**config.mk**
```make
export PLATFORM = sky130hd
export DESIGN_NAME = weighted_sum_sched
export DESIGN_NICKNAME = d
export VERILOG_FILES = /design/src/rtl/weighted_sum_sched.sv
export SDC_FILE = /design/constraint.sdc
export NUM_CORES = 1
export LEC_CHECK = 0
export CORE_ASPECT_RATIO = 0.9
export CORE_UTILIZATION = 56
export DETAILED_ROUTE_END_ITERATION = 10
export PLACE_DENSITY_LB_ADDON = 0.2
export SLEW_MARGIN = 20
export SYNTH_ARGS = -nofsm -noshare
export SYNTH_HDL_FRONTEND = slang
export SYNTH_SLANG_ARGS = --single-unit
```
**constraint.sdc**
```tcl
create_clock -name clk -period 5.3 [get_ports clk]
set_clock_uncertainty 0.2 [all_clocks]
set_input_delay 0.53 -clock clk [delete_from_list [all_inputs] [get_ports clk]]
set_output_delay 0.53 -clock clk [all_outputs]
set_load 0.01 [all_outputs]
```
**src/rtl/weighted_sum_sched.sv**
```systemverilog
// Sequential weighted-sum scheduler: reads N_TERMS values from an external store
// through sel/in_data, scales each by 0.625, adds or subtracts it, and saturates to 10 bits.
module weighted_sum_sched #(
    parameter int N_TERMS = 4
) (
    input  logic              clk,
    input  logic              rst,
    input  logic              start,
    input  logic [3:0]        sign_mask,
    output logic [1:0]        sel,
    input  logic [7:0]        in_data,
    input  logic              in_valid,
    output logic              busy,
    output logic              done,
    output logic signed [9:0] result
);

    typedef enum logic [1:0] {IDLE, RUN, DONE} state_t;

    localparam logic [1:0] LAST = 2'(N_TERMS - 1);

    state_t             state_q, state_d;
    logic [1:0]         idx;
    logic [3:0]         mask;
    logic signed [11:0] acc;
    logic signed [11:0] acc_nxt;
    logic signed [11:0] term_ext;
    logic [7:0]         term;
    logic signed [9:0]  sat_val;
    logic               last_term;

    // 0.625x truncated; each shifted part is truncated separately
    assign term      = 8'(in_data >> 1) + 8'(in_data >> 3);
    assign term_ext  = $signed({4'b0000, term});
    assign acc_nxt   = mask[idx] ? (acc - term_ext) : (acc + term_ext);
    assign last_term = (idx == LAST);

    always_comb begin
        sat_val = acc_nxt[9:0];
        if (acc_nxt > 12'sd511)
            sat_val = 10'sd511;
        else if (acc_nxt < -12'sd512)
            sat_val = -10'sd512;
    end

    always_ff @(posedge clk) begin
        if (rst) state_q <= IDLE;
        else     state_q <= state_d;
    end

    always_comb begin
        state_d = state_q;
        sel     = 2'd0;
        busy    = 1'b0;
        done    = 1'b0;
        case (state_q)
            IDLE: if (start) state_d = RUN;
            RUN: begin
                sel  = idx;
                busy = 1'b1;
                if (in_valid && last_term) state_d = DONE;
            end
            DONE: begin
                done    = 1'b1;
                state_d = IDLE;
            end
            default: state_d = IDLE;
        endcase
    end

    always_ff @(posedge clk) begin
        if (rst) begin
            idx    <= 2'd0;
            acc    <= 12'sd0;
            mask   <= 4'd0;
            result <= 10'sd0;
        end else begin
            case (state_q)
                IDLE: if (start) begin
                    idx  <= 2'd0;
                    acc  <= 12'sd0;
                    mask <= sign_mask;
                end
                RUN: if (in_valid) begin
                    acc <= acc_nxt;
                    idx <= idx + 2'd1;
                    if (last_term) result <= sat_val;
                end
                default: ;
            endcase
        end
    end

endmodule
```
==> results of run 1 <==
-- metrics by stage --
| stage | power, W | hold slack, ns | instance area (um2) | std cells | worst slack, ns |
|---|---|---|---|---|---|
| after CTS | 0.0006951 | 0.2944 | 2734 | 361 | 0.3880 |
| after global placement | 0.0004970 | 0.2712 | 2639 | 353 | 0.1669 |
| after floorplan | 0.0004402 | 0.2546 | 2290 | 282 | 0.6908 |
| final | 0.0006929 | 0.2889 | 2731 | 361 | 0.3788 |
| after global routing | 0.0007375 | 0.3273 | 2731 | 361 | 0.09981 |
| after detailed placement | 0.0005033 | 0.2784 | 2639 | 353 | 0.09654 |
-- layout by cell type, fill, tap and decap left out, drive strengths merged, types with 6 or more instances in the layout --
cell type,n
nand3,6
a211oi,10
buf,7
dfxtp,30
inv,13
a21oi,17
xnor2,6
nand2,14
o21ai,8
clkdlybuf4s50,27
nor2,50
a22oi,9
nor2b,6
clkbuf,6
o21a,6
nand2b,7
mux2i,8
and2,6
ha,18
-- per-layer routing --
layer	vias up	GRT usage, %	wire length (um)
met5	-	0	0
met1	951	33.60	2540
met3	5	4.839	185
met4	0	6.888	37
li1	1085	-	-
met2	38	39.44	2272
-- where the power goes --
group          switching, W  internal (W)
registers        0.00000524      0.000233
logic              0.000149      0.000114
clock network     0.0000874      0.000104
-- sequential cells by signal, summed over array words and instances (netlist names) --
signal	cells
state_q	2
idx	2
mask	4
acc	12
result	10
-- critical path, cell delays in order --
cell             delay (ns)
clkdlybuf4s50_1        0.44
ha_1                   0.25
fa_1                   0.44
xnor2_1                0.22
buf_4                  0.15
nand2_1                0.07
nor3_1                 0.33
a21o_1                 0.19
xnor2_1                0.08
ha_1                   0.35
a21boi_0               0.37
o2111ai_1              0.20
a311oi_2               0.40
a211oi_1               0.19
mux2i_4                0.32
nand2_1                0.11
a211oi_1               0.27
-- logic make-up (layout without fill, tap and decap cells) --
kind of cell               count (synthesis)  count (layout)  synth area share (%)
xor gates and xnor gates                  11              11                 4.208
buffers and inverters                     22              55                 3.607
AOI/OAI and AO/OA                         78              78                 25.63
muxes                                     10              10                 5.519
adders and majority gates                 20              20                 11.58
DFF                                       30              30                 26.23
and+or+nand+nor                          111             111                 23.22
-- worst paths after layout --
check / depth (start not counted) / startpoint / slack [ns] / to
setup / recovery: 17 / in_data[3] / 0.38 / result[6]$_SDFFE_PP0P_
hold / removal: 2 / acc[0]$_SDFFE_PP0P_ / 0.29 / acc[0]$_SDFFE_PP0P_
setup reg to reg: 12 / idx[0]$_SDFFE_PP0P_ / 1.05 / result[6]$_SDFFE_PP0P_
hold reg to reg: 2 / acc[0]$_SDFFE_PP0P_ / 0.29 / acc[0]$_SDFFE_PP0P_
-- cell type report --
type,count,area (um2),area share [%]
clock buffers,6,82.58,3.023
clock inverters,2,12.51,0.4581
inverters,13,48.80,1.787
multi-input cells,230,1609,58.91
flip-flops and latches,30,600.6,21.99
well taps,46,57.56,2.107
repair buffers,34,320.3,11.73
==> results.py, run 1 <==
metrics = {
    "timing": {
        "fmax_mhz": 203.2,
        "setup_viol": 0,
        "finalCritPeriodShare_pct": 92.85,
        "final.setup.tns_ns": 0,
        "rsz0062_at_grt": "false",
        "slew_headroom_pct": 56.01,
        "period_minus_slack_ns": 4.921,
        "drv_slew": 0,
        "max_slew.worst_pin.slew_ns": 0.6592,
        "final-hold-violation-count": 0,
    },
    "detailed_routing": {
        "routed_via_density": 5.759,
        "antenna_left": 0,
        "firstDrtPassIters": 5,
        "drc_errors": 0,
        "wl_um": 5036,
        "num_vias": 2079,
        "drtIter0Drc": 150,
        "avgRoutedWirePerCell_um": 13.95,
    },
    "synth": {
        "netlist_top_cells_count": "nor2_1, dfxtp_1, ha_1, a21oi_1, nand2_1",
        "synth_most_common_cell": "nor2_1",
        "yosys-top-cells-area": "dfxtp_1, ha_1, nor2_1, a21oi_1, mux2i_1",
        "synth_nets": 318,
        "yosys_warnings": 0,
        "yosysTopAreaCell": "dfxtp_1",
        "yosysSeqAreaShare_pct": 26.23,
        "avgSynthCellArea_um2": 8.119,
        "syn_inst": 282,
        "synth_seq_cells": 30,
        "yosysTopAreaCellShare_pct": 26.23,
        "synthArstFlopShare_pct": 0,
        "synth_edf_count": 0,
        "syn_area_mm2": 0.002290,
        "synthFlopType": "dfxtp_1",
        "synthDistinctLibCells": 52,
    },
    "global_route": {
        "grt_usage_pct": 24.61,
        "grt-ovfl-total": 0,
        "grt_pass1_wl_um": 8659,
        "grt_max_degree": 31,
        "antenna_found_initial": 0,
        "grt_pass1_vias": 1936,
    },
    "floorplan": {
        "design.core.area_mm2": 0.003810,
        "die_y_um": 62.66,
        "rows": 21,
        "boundaryPins": 30,
        "dieWidth_um": 69.40,
        "start_util_pct": 60.10,
        "die-area_mm2": 0.004349,
    },
    "clocking": {
        "clk_latency_ns": 0.29,
        "htree_levels": 2,
        "clockRootBuffer": "clkbuf_8",
        "cts_resized": 0,
        "cts_hold_buf": 0,
        "cts_tree": "built",
        "numCtsBuffers": 5,
        "clock-sinks": 30,
        "post_cts_buffers": 0,
        "clk_pin_slew_ns": 0.07,
        "clk_path_buf_depth": 2,
    },
    "run_status": {
        "outcome": "finished, final reports clean",
    },
    "pwr": {
        "leakage_nw": 1.147,
        "vdd_drop_max_mv": 0.2081,
        "power_density_mw_per_mm2": 253.7,
    },
    "run": {
        "max-cap-violations": 0,
    },
    "cells_and_area": {
        "nNetsFinal": 350,
        "diodes": 0,
        "fillCellCount": 316,
        "utilization_pct": 71.69,
        "drive_gt1_share_pct": 9.524,
        "area_growth_pct": 19.29,
    },
    "placed_design": {
        "hpwl_um": 3872,
        "gp_congestion": 0.8431,
        "port_buffers": 28,
    },
    "critical_path": {
        "arrival_ns": 4.92,
        "crit_type": "in2reg",
        "cp-start-kind": "input port",
        "cp_max_fo": 9,
        "crit_required_ns": 5.29,
        "cp-end-kind": "flop",
    },
    "worst_hold_path": {
        "hold_class": "reg2reg",
    },
}
Power figures use the tool's default switching activity.
==> inputs of run 2 (changes only) <==
Settings changed: ABC_AREA from default to 1.
==> results.py, run 2 <==
metrics = {
    "detailed_routing": {
        "routed_via_density": 5.294,
        "firstDrtPassIters": 7,
        "wl_um": 5197,
        "antenna_left": 0,
        "num_vias": 2250,
        "drtIter0Drc": 145,
        "avgRoutedWirePerCell_um": 12.23,
        "drc_errors": 5,
    },
    "cells_and_area": {
        "nNetsFinal": 412,
        "area.sequential_um2": 600.6,
        "largest_register_ff_count": 12,
        "reg_top3": "acc x12, result x10, mask x4",
        "drive_gt1_share_pct": 12.73,
        "layout_common_cells": "nand2_1, inv_1, dfxtp_1",
        "layout_commonest_cell": "nand2_1",
        "utilization_pct": 68.43,
        "area_growth_pct": 17.26,
        "fillCellCount": 345,
        "diodes": 0,
        "regMostFlops": "acc",
        "multi_input_area_mm2": 0.001565,
    },
    "floorplan": {
        "boundaryPins": 30,
        "start_util_pct": 58.35,
        "design.core.area_mm2": 0.004074,
        "die-area_mm2": 0.004510,
        "rows": 22,
        "die_y_um": 63.81,
        "dieWidth_um": 70.68,
    },
    "clocking": {
        "cts_resized": 0,
        "cts_tree": "built",
        "numCtsBuffers": 5,
        "clk_pin_slew_ns": 0.06,
        "clockRootBuffer": "clkbuf_8",
        "clk_latency_ns": 0.29,
        "clock-sinks": 30,
        "clk_path_buf_depth": 2,
        "post_cts_buffers": 0,
        "cts_hold_buf": 0,
        "htree_levels": 2,
    },
    "synth": {
        "yosys_warnings": 0,
        "yosysSeqAreaShare_pct": 25.26,
        "yosysTopAreaCellShare_pct": 25.26,
        "synth_most_common_cell": "nand2_1",
        "yosysTopAreaCell": "dfxtp_1",
        "synth_edf_count": 0,
        "synthDistinctLibCells": 37,
        "syn_area_mm2": 0.002377,
        "synthArstFlopShare_pct": 0,
        "synth_nets": 383,
        "yosys-top-cells-area": "dfxtp_1, nand2_1, ha_1, inv_1, a21oi_1",
        "syn_inst": 347,
        "synthFlopType": "dfxtp_1",
        "synth_seq_cells": 30,
        "netlist_top_cells_count": "nand2_1, inv_1, dfxtp_1, nor2_1, a21oi_1",
        "avgSynthCellArea_um2": 6.851,
    },
    "global_route": {
        "grt_pass1_vias": 2070,
        "antenna_found_initial": 0,
        "grt_usage_pct": 25.69,
        "grt-ovfl-total": 0,
        "grt_max_degree": 20,
        "grt_pass1_wl_um": 9156,
    },
    "run_status": {
        "violations": "design-rule violations",
        "outcome": "complete, but fails checks",
    },
    "timing": {
        "fmax_mhz": 224.0,
        "setup_viol": 0,
        "max_slew.worst_pin.slew_ns": 0.9998,
        "period_minus_slack_ns": 4.464,
        "finalCritPeriodShare_pct": 84.23,
        "rsz0062_at_grt": "false",
        "final-hold-violation-count": 0,
        "drv_slew": 0,
        "final.setup.tns_ns": 0,
        "slew_headroom_pct": 33.10,
    },
    "critical_path": {
        "cp-start-kind": "input port",
        "arrival_ns": 4.43,
        "crit_required_ns": 5.27,
        "cp_slowest_cell": "clkdlybuf4s50_1",
        "path_cells": "clkdlybuf4s50_1 > ha_1 > fa_1 > inv_1 > ha_1 > inv_1 > nor3_1 > nand4_1 > nand2_1 > xor2_1 > ha_1 > a21oi_1 > nor2_1 > nor2_1 > nand3_1 > xor2_1 > or2_2 > nand3_2 > nand2_2 > inv_4 > a21oi_2",
        "slowest_delay_ns": 0.49,
        "crit_type": "in2reg",
        "cpMostUsedCell": "ha_1",
        "cp_max_fo": 7,
        "cp-end-kind": "flop",
    },
    "pwr": {
        "leakage_nw": 1.275,
        "power_density_mw_per_mm2": 258.2,
        "p_int_w": 0.0004435,
        "vdd_drop_max_mv": 0.2139,
        "p_seq_share_pct": 33.6,
        "netSwitchingFraction_pct": 38.38,
        "p_switching_w": 0.0002763,
        "total_power_w": 0.0007198,
        "power_frac_clock_pct": 26.2,
        "pwr-share-comb_pct": 40.2,
    },
    "placed_design": {
        "gp_congestion": 0.9275,
        "hpwl_um": 4185,
        "port_buffers": 28,
    },
    "run": {
        "max-cap-violations": 0,
    },
    "worst_hold_path": {
        "hold_class": "reg2reg",
    },
}
run 2: cell types whose count changed in the layout (fill, tap and decap cells not counted), moves of 11 or more:
cell	previous run	this run
nor2_1	49	28
nand3_2	0	11
nand3_1	6	17
o21ai_0	8	21
nand2_1	14	83
inv_1	13	46
run 2: cell families after synthesis:
kind of cell / count (synthesis) / share of synthesized area (%)
compound gates: 65 / 16.32
xor+xnor: 15 / 5.526
fa+ha+maj: 20 / 11.16
buf+inv: 55 / 8.895
flops: 30 / 25.26
simple gates: 162 / 32.84
run 2: power groups by stage:
stage / combinational, W / sequential, W / clock (W)
after floorplan: 0.000221 / 0.000244 / 0
after global placement: 0.000283 / 0.000246 / 0
after detailed placement: 0.000285 / 0.000246 / 0
after CTS: 0.000287 / 0.000241 / 0.000192
after global routing: 0.000328 / 0.000242 / 0.000202
final: 0.000289 / 0.000242 / 0.000189
run 2: through the flow:
| step | std cells | hold WS, ns | setup slack, ns | cell area (um2) |
|---|---|---|---|---|
| after floorplan | 347 | 0.2453 | 1.514 | 2377 |
| after global placement | 417 | 0.2619 | 0.6206 | 2696 |
| after detailed placement | 417 | 0.2709 | 0.5767 | 2696 |
| after CTS | 425 | 0.2800 | 0.8456 | 2788 |
| after global routing | 425 | 0.3014 | 0.5624 | 2788 |
| final | 425 | 0.2770 | 0.8356 | 2788 |
run 2: per-layer routing:
| layer | GRT usage [%] | wire, um | part of all wire, % |
|---|---|---|---|
| met5 | 0 | 0 | 0 |
| met4 | 7.500 | 59 | 1.1 |
| met3 | 4.732 | 228 | 4.4 |
| met2 | 41.95 | 2308 | 44 |
| met1 | 34.68 | 2600 | 50 |
run 2: layout make-up:
class	instances	area share (%)
clock buffer	7	3.097
sequential	30	21.54
timing repair buffer	29	10.32
tap	48	2.154
multi-input combinational	262	56.15
inverter	48	6.553
clock inverter	1	0.1795
run 2: path summary, 6_finish.rpt:
check | startpoint | slack (ns) | to | cells past startpoint
hold / removal | result[0]$_SDFFE_PP0P_ | 0.28 | result[0]$_SDFFE_PP0P_ | 2
hold reg to reg | result[0]$_SDFFE_PP0P_ | 0.28 | result[0]$_SDFFE_PP0P_ | 2
setup reg to reg | idx[0]$_SDFFE_PP0P_ | 1.78 | result[3]$_SDFFE_PP0P_ | 17
setup / recovery | in_data[3] | 0.84 | result[3]$_SDFFE_PP0P_ | 21
run 2: critical path, delay by kind of cell:
kind | cells | cell delay (ns)
adders and majority gates | 4 | 1.08
xor gates and xnor gates | 2 | 0.39
buffers and inverters | 4 | 0.77
and+or+nand+nor | 9 | 1.30
AOI/OAI and AO/OA | 2 | 0.33
